--- config.mk ---
export PLATFORM = sky130hd
export DESIGN_NAME = uart_rx
export DESIGN_NICKNAME = d
export VERILOG_FILES = /design/src/rtl/uart_rx.sv
export SDC_FILE = /design/constraint.sdc
export NUM_CORES = 1
export LEC_CHECK = 0
export ABC_AREA = 1
export ABC_CLOCK_PERIOD_IN_PS = 2200
export CAP_MARGIN = 20
export CORE_ASPECT_RATIO = 0.9
export CORE_MARGIN = 3
export CORE_UTILIZATION = 50
export DETAILED_ROUTE_END_ITERATION = 10
export PLACE_DENSITY = 0.71
export SETUP_SLACK_MARGIN = 0.1
export SLEW_MARGIN = 0
export SYNTH_ARGS = -nofsm -noshare
export SYNTH_HDL_FRONTEND = slang
export SYNTH_SLANG_ARGS = --single-unit
--- constraint.sdc ---
create_clock -name clk16x -period 2.2 [get_ports clk16x]
set_clock_uncertainty 0.15 [all_clocks]
set_input_delay 0.44 -clock clk16x [delete_from_list [all_inputs] [get_ports clk16x]]
set_output_delay 0.44 -clock clk16x [all_outputs]
set_load 0.05 [all_outputs]
--- src/rtl/uart_rx.sv ---
// UART receiver: 16x oversampled start/8-data/even-parity/stop frames into a CPU read buffer.
// A synchronised copy of rxd drives a phase-counted FSM; completed bytes load d_out and the status flags.
module uart_rx #(
  parameter int SYNC_STAGES = 2,
  parameter bit PARITY_EN   = 1'b1
) (
  input  logic       clk16x,
  input  logic       clr,
  input  logic       rxd,
  input  logic       rdn,
  output logic [7:0] d_out,
  output logic       r_ready,
  output logic       parity_error,
  output logic       frame_error,
  output logic       overrun
);

  localparam int SYNC_N = (SYNC_STAGES < 2) ? 2 : SYNC_STAGES;

  typedef enum logic [2:0] {
    IDLE,
    START,
    DATA,
    PARITY,
    STOP,
    BREAK
  } state_t;

  state_t             state_q, state_d;
  logic [SYNC_N-1:0]  sync_q;
  logic               rxs;
  logic [3:0]         phase_q, phase_d;
  logic [2:0]         bit_q, bit_d;
  logic               stop_done_q, stop_done_d;
  logic [7:0]         shift_q, shift_d;
  logic               perr_q, perr_d;
  logic               stop_ok_q, stop_ok_d;
  logic               load;
  logic [7:0]         dout_q, dout_d;
  logic               rdy_q, rdy_d;
  logic               pe_q, pe_d;
  logic               fe_q, fe_d;
  logic               ov_q, ov_d;

  always_ff @(posedge clk16x or posedge clr) begin
    if (clr) begin
      sync_q <= '1;
    end else begin
      sync_q <= {sync_q[SYNC_N-2:0], rxd};
    end
  end

  assign rxs = sync_q[SYNC_N-1];

  always_ff @(posedge clk16x or posedge clr) begin
    if (clr) begin
      state_q     <= IDLE;
      phase_q     <= 4'd0;
      bit_q       <= 3'd0;
      stop_done_q <= 1'b0;
    end else begin
      state_q     <= state_d;
      phase_q     <= phase_d;
      bit_q       <= bit_d;
      stop_done_q <= stop_done_d;
    end
  end

  // Frame datapath is only meaningful between start detection and load, so it carries no reset.
  always_ff @(posedge clk16x) begin
    shift_q   <= shift_d;
    perr_q    <= perr_d;
    stop_ok_q <= stop_ok_d;
  end

  always_comb begin
    state_d     = state_q;
    phase_d     = phase_q + 4'd1;
    bit_d       = bit_q;
    stop_done_d = stop_done_q;
    shift_d     = shift_q;
    perr_d      = perr_q;
    stop_ok_d   = stop_ok_q;
    load        = 1'b0;
    unique case (state_q)
      IDLE: begin
        phase_d = 4'd0;
        if (!rxs) begin
          state_d = START;
        end
      end
      START: begin
        if (phase_q == 4'd7) begin
          phase_d = 4'd0;
          if (rxs) begin
            state_d = IDLE;
          end else begin
            state_d     = DATA;
            bit_d       = 3'd0;
            perr_d      = 1'b0;
            stop_done_d = 1'b0;
          end
        end
      end
      DATA: begin
        if (phase_q == 4'd15) begin
          shift_d = {rxs, shift_q[7:1]};
          bit_d   = bit_q + 3'd1;
          if (bit_q == 3'd7) begin
            if (PARITY_EN) begin
              state_d = PARITY;
            end else begin
              state_d = STOP;
            end
          end
        end
      end
      PARITY: begin
        if (phase_q == 4'd15) begin
          perr_d  = rxs ^ (^shift_q);
          state_d = STOP;
        end
      end
      STOP: begin
        // Sample mid stop bit, then commit the byte on the following edge.
        if (stop_done_q) begin
          load        = 1'b1;
          stop_done_d = 1'b0;
          phase_d     = 4'd0;
          if (stop_ok_q) begin
            state_d = IDLE;
          end else begin
            state_d = BREAK;
          end
        end else if (phase_q == 4'd15) begin
          stop_ok_d   = rxs;
          stop_done_d = 1'b1;
        end
      end
      BREAK: begin
        phase_d = 4'd0;
        if (rxs) begin
          state_d = IDLE;
        end
      end
      default: begin
        state_d = IDLE;
        phase_d = 4'd0;
      end
    endcase
  end

  always_comb begin
    dout_d = dout_q;
    rdy_d  = rdy_q;
    pe_d   = pe_q;
    fe_d   = fe_q;
    ov_d   = ov_q;
    if (!rdn) begin
      rdy_d = 1'b0;
      pe_d  = 1'b0;
      fe_d  = 1'b0;
      ov_d  = 1'b0;
    end
    // A byte load takes priority over a read strobe on the same edge.
    if (load) begin
      dout_d = shift_q;
      rdy_d  = 1'b1;
      pe_d   = perr_q & PARITY_EN;
      fe_d   = ~stop_ok_q;
      ov_d   = rdy_q & rdn;
    end
  end

  always_ff @(posedge clk16x or posedge clr) begin
    if (clr) begin
      dout_q <= 8'h00;
      rdy_q  <= 1'b0;
      pe_q   <= 1'b0;
      fe_q   <= 1'b0;
      ov_q   <= 1'b0;
    end else begin
      dout_q <= dout_d;
      rdy_q  <= rdy_d;
      pe_q   <= pe_d;
      fe_q   <= fe_d;
      ov_q   <= ov_d;
    end
  end

  assign d_out        = dout_q;
  assign r_ready      = rdy_q;
  assign parity_error = pe_q;
  assign frame_error  = fe_q;
  assign overrun      = ov_q;

endmodule

==> flow_metrics.env, run 1 <==
export IMPL_outcome="complete, no violations"
export IMPL_arrival_ns=1.44
export IMPL_syn_inst=183
export IMPL_yosys_top_cells_count="nand2_1, dfrtp_1, inv_1"
export IMPL_drt_iter0_drc=77
export IMPL_p_leak_nw=0.949
export IMPL_path_clk_slew_ns=0.07
export IMPL_grt_max_degree=26
export IMPL_critPathKind="register to output port"
export IMPL_synth_top_family_by_area="simple AND/OR/NAND/NOR gates"
export IMPL_cts_tree="built"
export IMPL_synth_xor_area_share_pct=0.517
export IMPL_syn_cell_area_mm2=0.00170
export IMPL_ir_drop_v=0.000739
export IMPL_crit_start="d_out[2]"
export IMPL_cp_end_kind="output port"
export IMPL_synth_most_common_cell="nand2_1"
export IMPL_start_util_pct=54.0
export IMPL_period_share_pct=92.4
export IMPL_hold_viol=0
export IMPL_cts_hold_buffers=0
export IMPL_syn_nets=190
export IMPL_grt_pass1_wl_mm=5.09
export IMPL_hold_path_class="register to register"
export IMPL_holdCritStartpoint="sync_q[0]"
export IMPL_yosys_area_share_simple_pct=28.6
export IMPL_wl_per_cell_um=12.0
export IMPL_utilization_pct=63.2
export IMPL_clock_path_buffers=2
export IMPL_path_delay_family="buffers and inverters"
export IMPL_crit_required_ns=1.61
export IMPL_grt_pass1_vias=1141
export IMPL_ys_ff_latch=35
export IMPL_ant_nets=0
export IMPL_ys_flop_type="dfrtp_1"
export IMPL_yosys_area_top_type="dfrtp_1"
export IMPL_synthAdderAreaFrac_pct=2.21
export IMPL_ys_types=27
export IMPL_cp_max_fo=2
export IMPL_grt_overflow=0
export IMPL_cts_sink_count=35
export IMPL_maxCapViolations=0
export IMPL_synth_top_area_share_pct=33.9
export IMPL_max_stage_delay_ns=0.80
export IMPL_vias_per_cell=5.11
export IMPL_synth_edf_count=10
export IMPL_core_area_mm2=0.00314
export IMPL_drt_wl_total_mm=2.96
export IMPL_max_slew_margin_rel_pct=67.2
export IMPL_die_w_um=67.4
export IMPL_dr_pass1_iters=4
export IMPL_gp_congestion=0.820
export IMPL_start_kind="register"
export IMPL_dieArea_mm2=0.00413
export IMPL_area_growth_pct=17.0
export IMPL_n_antenna_cell=0
export IMPL_drc_errors=0
export IMPL_rsz0062_at_grt="false"
export IMPL_async_flop_share_pct=71.4
export IMPL_htree_num_levels=2
export IMPL_path_buf_inv=1
export IMPL_post_cts_resized=0
export IMPL_period_minus_slack_ns=2.03
export IMPL_clk_latency_ns=0.29
export IMPL_synthTopCellsByArea="dfrtp_1, edfxtp_1, nand2_1"
export IMPL_yosysSeqAreaShare_pct=54.8
export IMPL_tns_ns=0
export IMPL_cts_root_buf="clkbuf_8"
export IMPL_synth_avg_cell_area_um2=9.26
export IMPL_finalMaxSlewViolations=0
export IMPL_final_nets=210
export IMPL_vias=1258
export IMPL_crit_reg2reg_launch="state_q[2]"
export IMPL_synth_compound_area_share_pct=6.79
export IMPL_die_y_um=61.2
export IMPL_ioPinCount=16
export IMPL_cp_slowest_cell="clkdlybuf4s50_1"
export IMPL_muxShareOfSynthArea_pct=0
export IMPL_powerDensity_mw_per_mm2=959
export IMPL_drive_gt1_share_pct=18.6
export IMPL_whs_ns=0.206
export IMPL_rows=19
export IMPL_cts_setup_buffers=0
export IMPL_fmax_ghz=0.492
export IMPL_antenna_found_initial=0
export IMPL_crit_chain="clkdlybuf4s50_1"
export IMPL_place_area_mm2=0.00188
export IMPL_tightest_slew_ns=0.491
export IMPL_grt_total_usage_pct=17.0
export IMPL_finalSetupViolations=0
export IMPL_port_buffers=15
export IMPL_hpwlAfterDp_mm=2.11
export IMPL_final_cell_area_mm2=0.00198
export IMPL_numCtsBuffers=5
export IMPL_ys_warn_count=0
==> layer usage <==
metal / GRT usage (%) / vias up / share of wire (%)
met1: 21.3 / 588 / 45
met2: 26.5 / 38 / 47
met3: 4.93 / 6 / 5.7
met5: 0 / - / 0
met4: 9.83 / 0 / 2.1
li1: - / 626 / -
==> cells in the final DEF, fill, tap and decap left out, types with 2 or more instances in the layout <==
cell type and instances:
a21oi_1 2, clkbuf_8 5, clkdlybuf4s50_1 15, dfrtp_1 23, dfstp_2 2, edfxtp_1 10, ha_1 3, inv_1 18
inv_2 6, nand2_1 52, nand2_2 8, nand2_4 3, nand3_1 15, nand3_2 3, nor2_1 8, nor2_2 2
nor2_4 3, o21ai_0 3, o21ai_1 7, o21ai_2 3, o31ai_1 2, or2_1 2
==> state kept, by name, summed over array words and instances (netlist names) <==
| name | count |
|---|---|
| bit_q | 3 |
| perr_q | 1 |
| overrun | 1 |
| shift_q | 8 |
| frame_error | 1 |
| r_ready | 1 |
| stop_done_q | 1 |
| state_q | 3 |
| stop_ok_q | 1 |
| parity_error | 1 |
| sync_q | 2 |
| phase_q | 4 |
| d_out | 8 |
==> path summary, 6_finish.rpt <==
check,to,slack (ns),cells after the start
worst min register to register,sync_q[1],0.21,0
worst min-delay path,sync_q[1],0.21,0
min in group asynchronous,phase_q[2],0.36,3
worst max-delay path,d_out[2],0.17,1
worst max register to register,shift_q[4],0.39,5
max in group asynchronous,sync_q[1],1.24,3
==> final cells by class <==
| class | count | area [um^2] |
|---|---|---|
| clock inverter | 3 | 38.8 |
| sequential | 35 | 928 |
| timing repair buffer | 16 | 158 |
| multi-input combinational | 121 | 647 |
| inverter | 24 | 90.1 |
| fill | 256 | 1150 |
| tap | 42 | 52.6 |
| clock buffer | 5 | 68.8 |
==> cells by family after synthesis <==
family | after synthesis
and+or+nand+nor | 98
DFF | 35
buffers and inverters | 27
AOI/OAI and AO/OA | 19
adders and majority gates | 3
xor gates and xnor gates | 1
==> stage by stage <==
| stage | total power [mW] | std cells | setup slack, ns |
|---|---|---|---|
| final | 1.90 | 246 | 0.167 |
| after global routing | 2.03 | 246 | 0.115 |
| after CTS | 1.91 | 246 | 0.158 |
| after detailed placement | 1.34 | 238 | 0.429 |
| after global placement | 1.32 | 238 | 0.482 |
| after floorplan | 1.26 | 183 | 0.631 |
==> power by group <==
part / switching, mW / internal (mW)
clock: 0.227 / 0.331
combinational: 0.350 / 0.193
sequential: 0.0760 / 0.725
total: 0.653 / 1.25
No activity file was read; power rests on OpenSTA's default activity.
==> inputs of run 2 (changes only) <==
--- a/config.mk
+++ b/config.mk
@@ -5,14 +5,13 @@
 export SDC_FILE = /design/constraint.sdc
 export NUM_CORES = 1
 export LEC_CHECK = 0
-export ABC_AREA = 1
 export ABC_CLOCK_PERIOD_IN_PS = 2200
 export CAP_MARGIN = 20
 export CORE_ASPECT_RATIO = 0.9
 export CORE_MARGIN = 3
 export CORE_UTILIZATION = 50
 export DETAILED_ROUTE_END_ITERATION = 10
-export PLACE_DENSITY = 0.71
+export PLACE_DENSITY = 0.72
 export SETUP_SLACK_MARGIN = 0.1
 export SLEW_MARGIN = 0
 export SYNTH_ARGS = -nofsm -noshare
==> run 2 against run 1 <==
Compared with the run above:
- register-to-register slack lost 0.07 ns
- hold slack gained 0.0042 ns
- critical path depth grew 2
- critical path type is now register to register
- largest cell class unchanged
- highest routed layer unchanged
==> flow_metrics.env, run 2 <==
export IMPL_rows=18
export IMPL_die_w_um=65.1
export IMPL_drc_errors=0
export IMPL_arrival_ns=1.95
export IMPL_port_buffers=15
export IMPL_yosys_top_cells_count="dfrtp_1, edfxtp_1, nand2_1"
export IMPL_syn_inst=120
export IMPL_synthTopCellsByArea="dfrtp_1, edfxtp_1, mux2_2"
export IMPL_ioPinCount=16
export IMPL_area_growth_pct=16.7
export IMPL_dr_pass1_iters=4
export IMPL_synth_most_common_cell="dfrtp_1"
export IMPL_antenna_found_initial=0
export IMPL_cts_sink_count=35
export IMPL_cts_root_buf="clkbuf_4"
export IMPL_grt_pass1_vias=878
export IMPL_grt_max_degree=18
export IMPL_ant_nets=0
export IMPL_period_share_pct=85.3
export IMPL_nFillCells=233
export IMPL_hold_path_class="register to register"
export IMPL_numCtsBuffers=5
export IMPL_fmax_ghz=0.533
export IMPL_finalSetupViolations=0
export IMPL_rsz0062_at_grt="false"
export IMPL_outcome="complete, no violations"
export IMPL_maxCapViolations=0
export IMPL_layout_commonest_cell="dfrtp_1"
export IMPL_ys_types=40
export IMPL_vias_per_cell=5.51
export IMPL_async_flop_share_pct=71.4
export IMPL_drive_gt1_share_pct=17.1
export IMPL_gp_congestion=0.829
export IMPL_hold_viol=0
export IMPL_yosys_area_top_type="dfrtp_1"
export IMPL_synth_edf_count=10
export IMPL_period_minus_slack_ns=1.88
export IMPL_power_mw=1.64
export IMPL_start_kind="register"
export IMPL_syn_nets=127
export IMPL_synth_top_area_share_pct=36.7
export IMPL_ir_drop_v=0.000627
export IMPL_crit_required_ns=2.27
export IMPL_clk_latency_ns=0.34
export IMPL_hpwlAfterDp_mm=1.82
export IMPL_htree_num_levels=2
export IMPL_vias=992
export IMPL_start_util_pct=54.9
export IMPL_grt_pass1_wl_mm=4.23
export IMPL_dp_slack_ns=0.347
export IMPL_grt_total_usage_pct=15.5
export IMPL_p_leak_nw=0.831
export IMPL_wl_per_cell_um=14.3
export IMPL_dp_cells=172
export IMPL_cts_tree="built"
export IMPL_holdCritStartpoint="sync_q[0]"
export IMPL_powerDensity_mw_per_mm2=892
export IMPL_path_clk_slew_ns=0.09
export IMPL_n_antenna_cell=0
export IMPL_place_area_mm2=0.00176
export IMPL_drt_wl_total_mm=2.58
export IMPL_die_y_um=59.2
export IMPL_critPathKind="register to register"
export IMPL_fin_ws_ns=0.324
export IMPL_core_area_mm2=0.00286
export IMPL_crit_start="state_q[1]"
export IMPL_synth_avg_cell_area_um2=13.1
export IMPL_cp_end_kind="register"
export IMPL_drt_iter0_drc=73
export IMPL_clock_path_buffers=2
export IMPL_finalMaxSlewViolations=0
export IMPL_crit_reg2reg_launch="state_q[1]"
export IMPL_final_nets=146
export IMPL_final_cell_mix="dfrtp_1, dlygate4sd2_1, edfxtp_1, nand2_1, mux2_2"
export IMPL_tightest_slew_ns=0.493
export IMPL_tns_ns=0
export IMPL_syn_cell_area_mm2=0.00157
export IMPL_yosysSeqAreaShare_pct=59.1
export IMPL_ys_ff_latch=35
export IMPL_ys_flop_type="dfrtp_1"
export IMPL_max_slew_margin_rel_pct=67.2
export IMPL_cp_max_fo=17
export IMPL_instances_no_fill=180
export IMPL_dieArea_mm2=0.00385
export IMPL_final_cell_area_mm2=0.00183
export IMPL_ys_warn_count=0
export IMPL_grt_overflow=0
==> run 2: cell types whose count changed after synthesis, sizes merged, moves of 9 or more <==
cell   change
nor2      -10
inv       -20
o21ai     -10
nand2     -54
nand3     -16
mux2       +9
==> run 2: through the flow <==
stage | util [%] | hold WS (ns)
finish | 64.1 | 0.211
global route | 64.1 | 0.216
CTS | 64.1 | 0.211
detailed placement | 61.6 | 0.197
global placement | 61.6 | 0.196
floorplan | - | 0.195
==> run 2: timing repair <==
item	CTS	global route
gates resized for setup	12	0
endpoints found under the setup margin	12	0
endpoints found under the hold margin	0	0
setup buffers	0	0
hold buffers	0	0
==> run 2: final cells by class <==
class / instances / area [um^2] / share of cell area, %
Inverter: 4 / 15.0 / 0.819
Clock buffer: 6 / 51.3 / 2.80
Multi-Input combinational cell: 75 / 596 / 32.5
Tap cell: 40 / 50.0 / 2.73
Timing Repair Buffer: 18 / 158 / 8.60
Clock inverter: 2 / 35.0 / 1.91
Sequential cell: 35 / 928 / 50.6
==> run 2: worst max-delay path, cell delays in order, from the launching register on <==
cell	delay, ns
dfrtp_1	0.55
or4b_1	0.57
a21o_1	0.22
mux2_4	0.27
==> run 2: metal layers <==
layer / global-route usage, % / share of wire [%] / routed length, um
met5: 0 / 0 / 0
met4: 7.10 / 1.7 / 45
met3: 7.40 / 6.8 / 175
met2: 22.0 / 45 / 1150
met1: 20.1 / 47 / 1200
==> run 2: cell families after synthesis <==
| family | count (synthesis) | share of synthesized area (%) |
|---|---|---|
| buffers and inverters | 10 | 2.95 |
| XOR/XNOR | 7 | 5.66 |
| flip-flops | 35 | 59.1 |
| AO/OA/AOI/OAI | 24 | 10.4 |
| multiplexers | 13 | 9.24 |
| AND/OR/NAND/NOR | 28 | 10.2 |
| adder cells (fa/ha/maj) | 3 | 2.39 |
==> run 2: where the power goes <==
group          switching (mW)  internal [mW]
registers               0.134          0.735
logic                   0.142          0.152
clock network           0.206          0.268
==> run 2: final timing paths <==
kind	slack, ns	to	depth (start not counted)
setup / recovery	0.32	bit_q[0]	3
max in group asynchronous	1.18	phase_q[3]	3
hold reg to reg	0.21	sync_q[1]	0
hold / removal	0.21	sync_q[1]	0
min in group asynchronous	0.24	stop_done_q	2
setup reg to reg	0.32	bit_q[0]	3
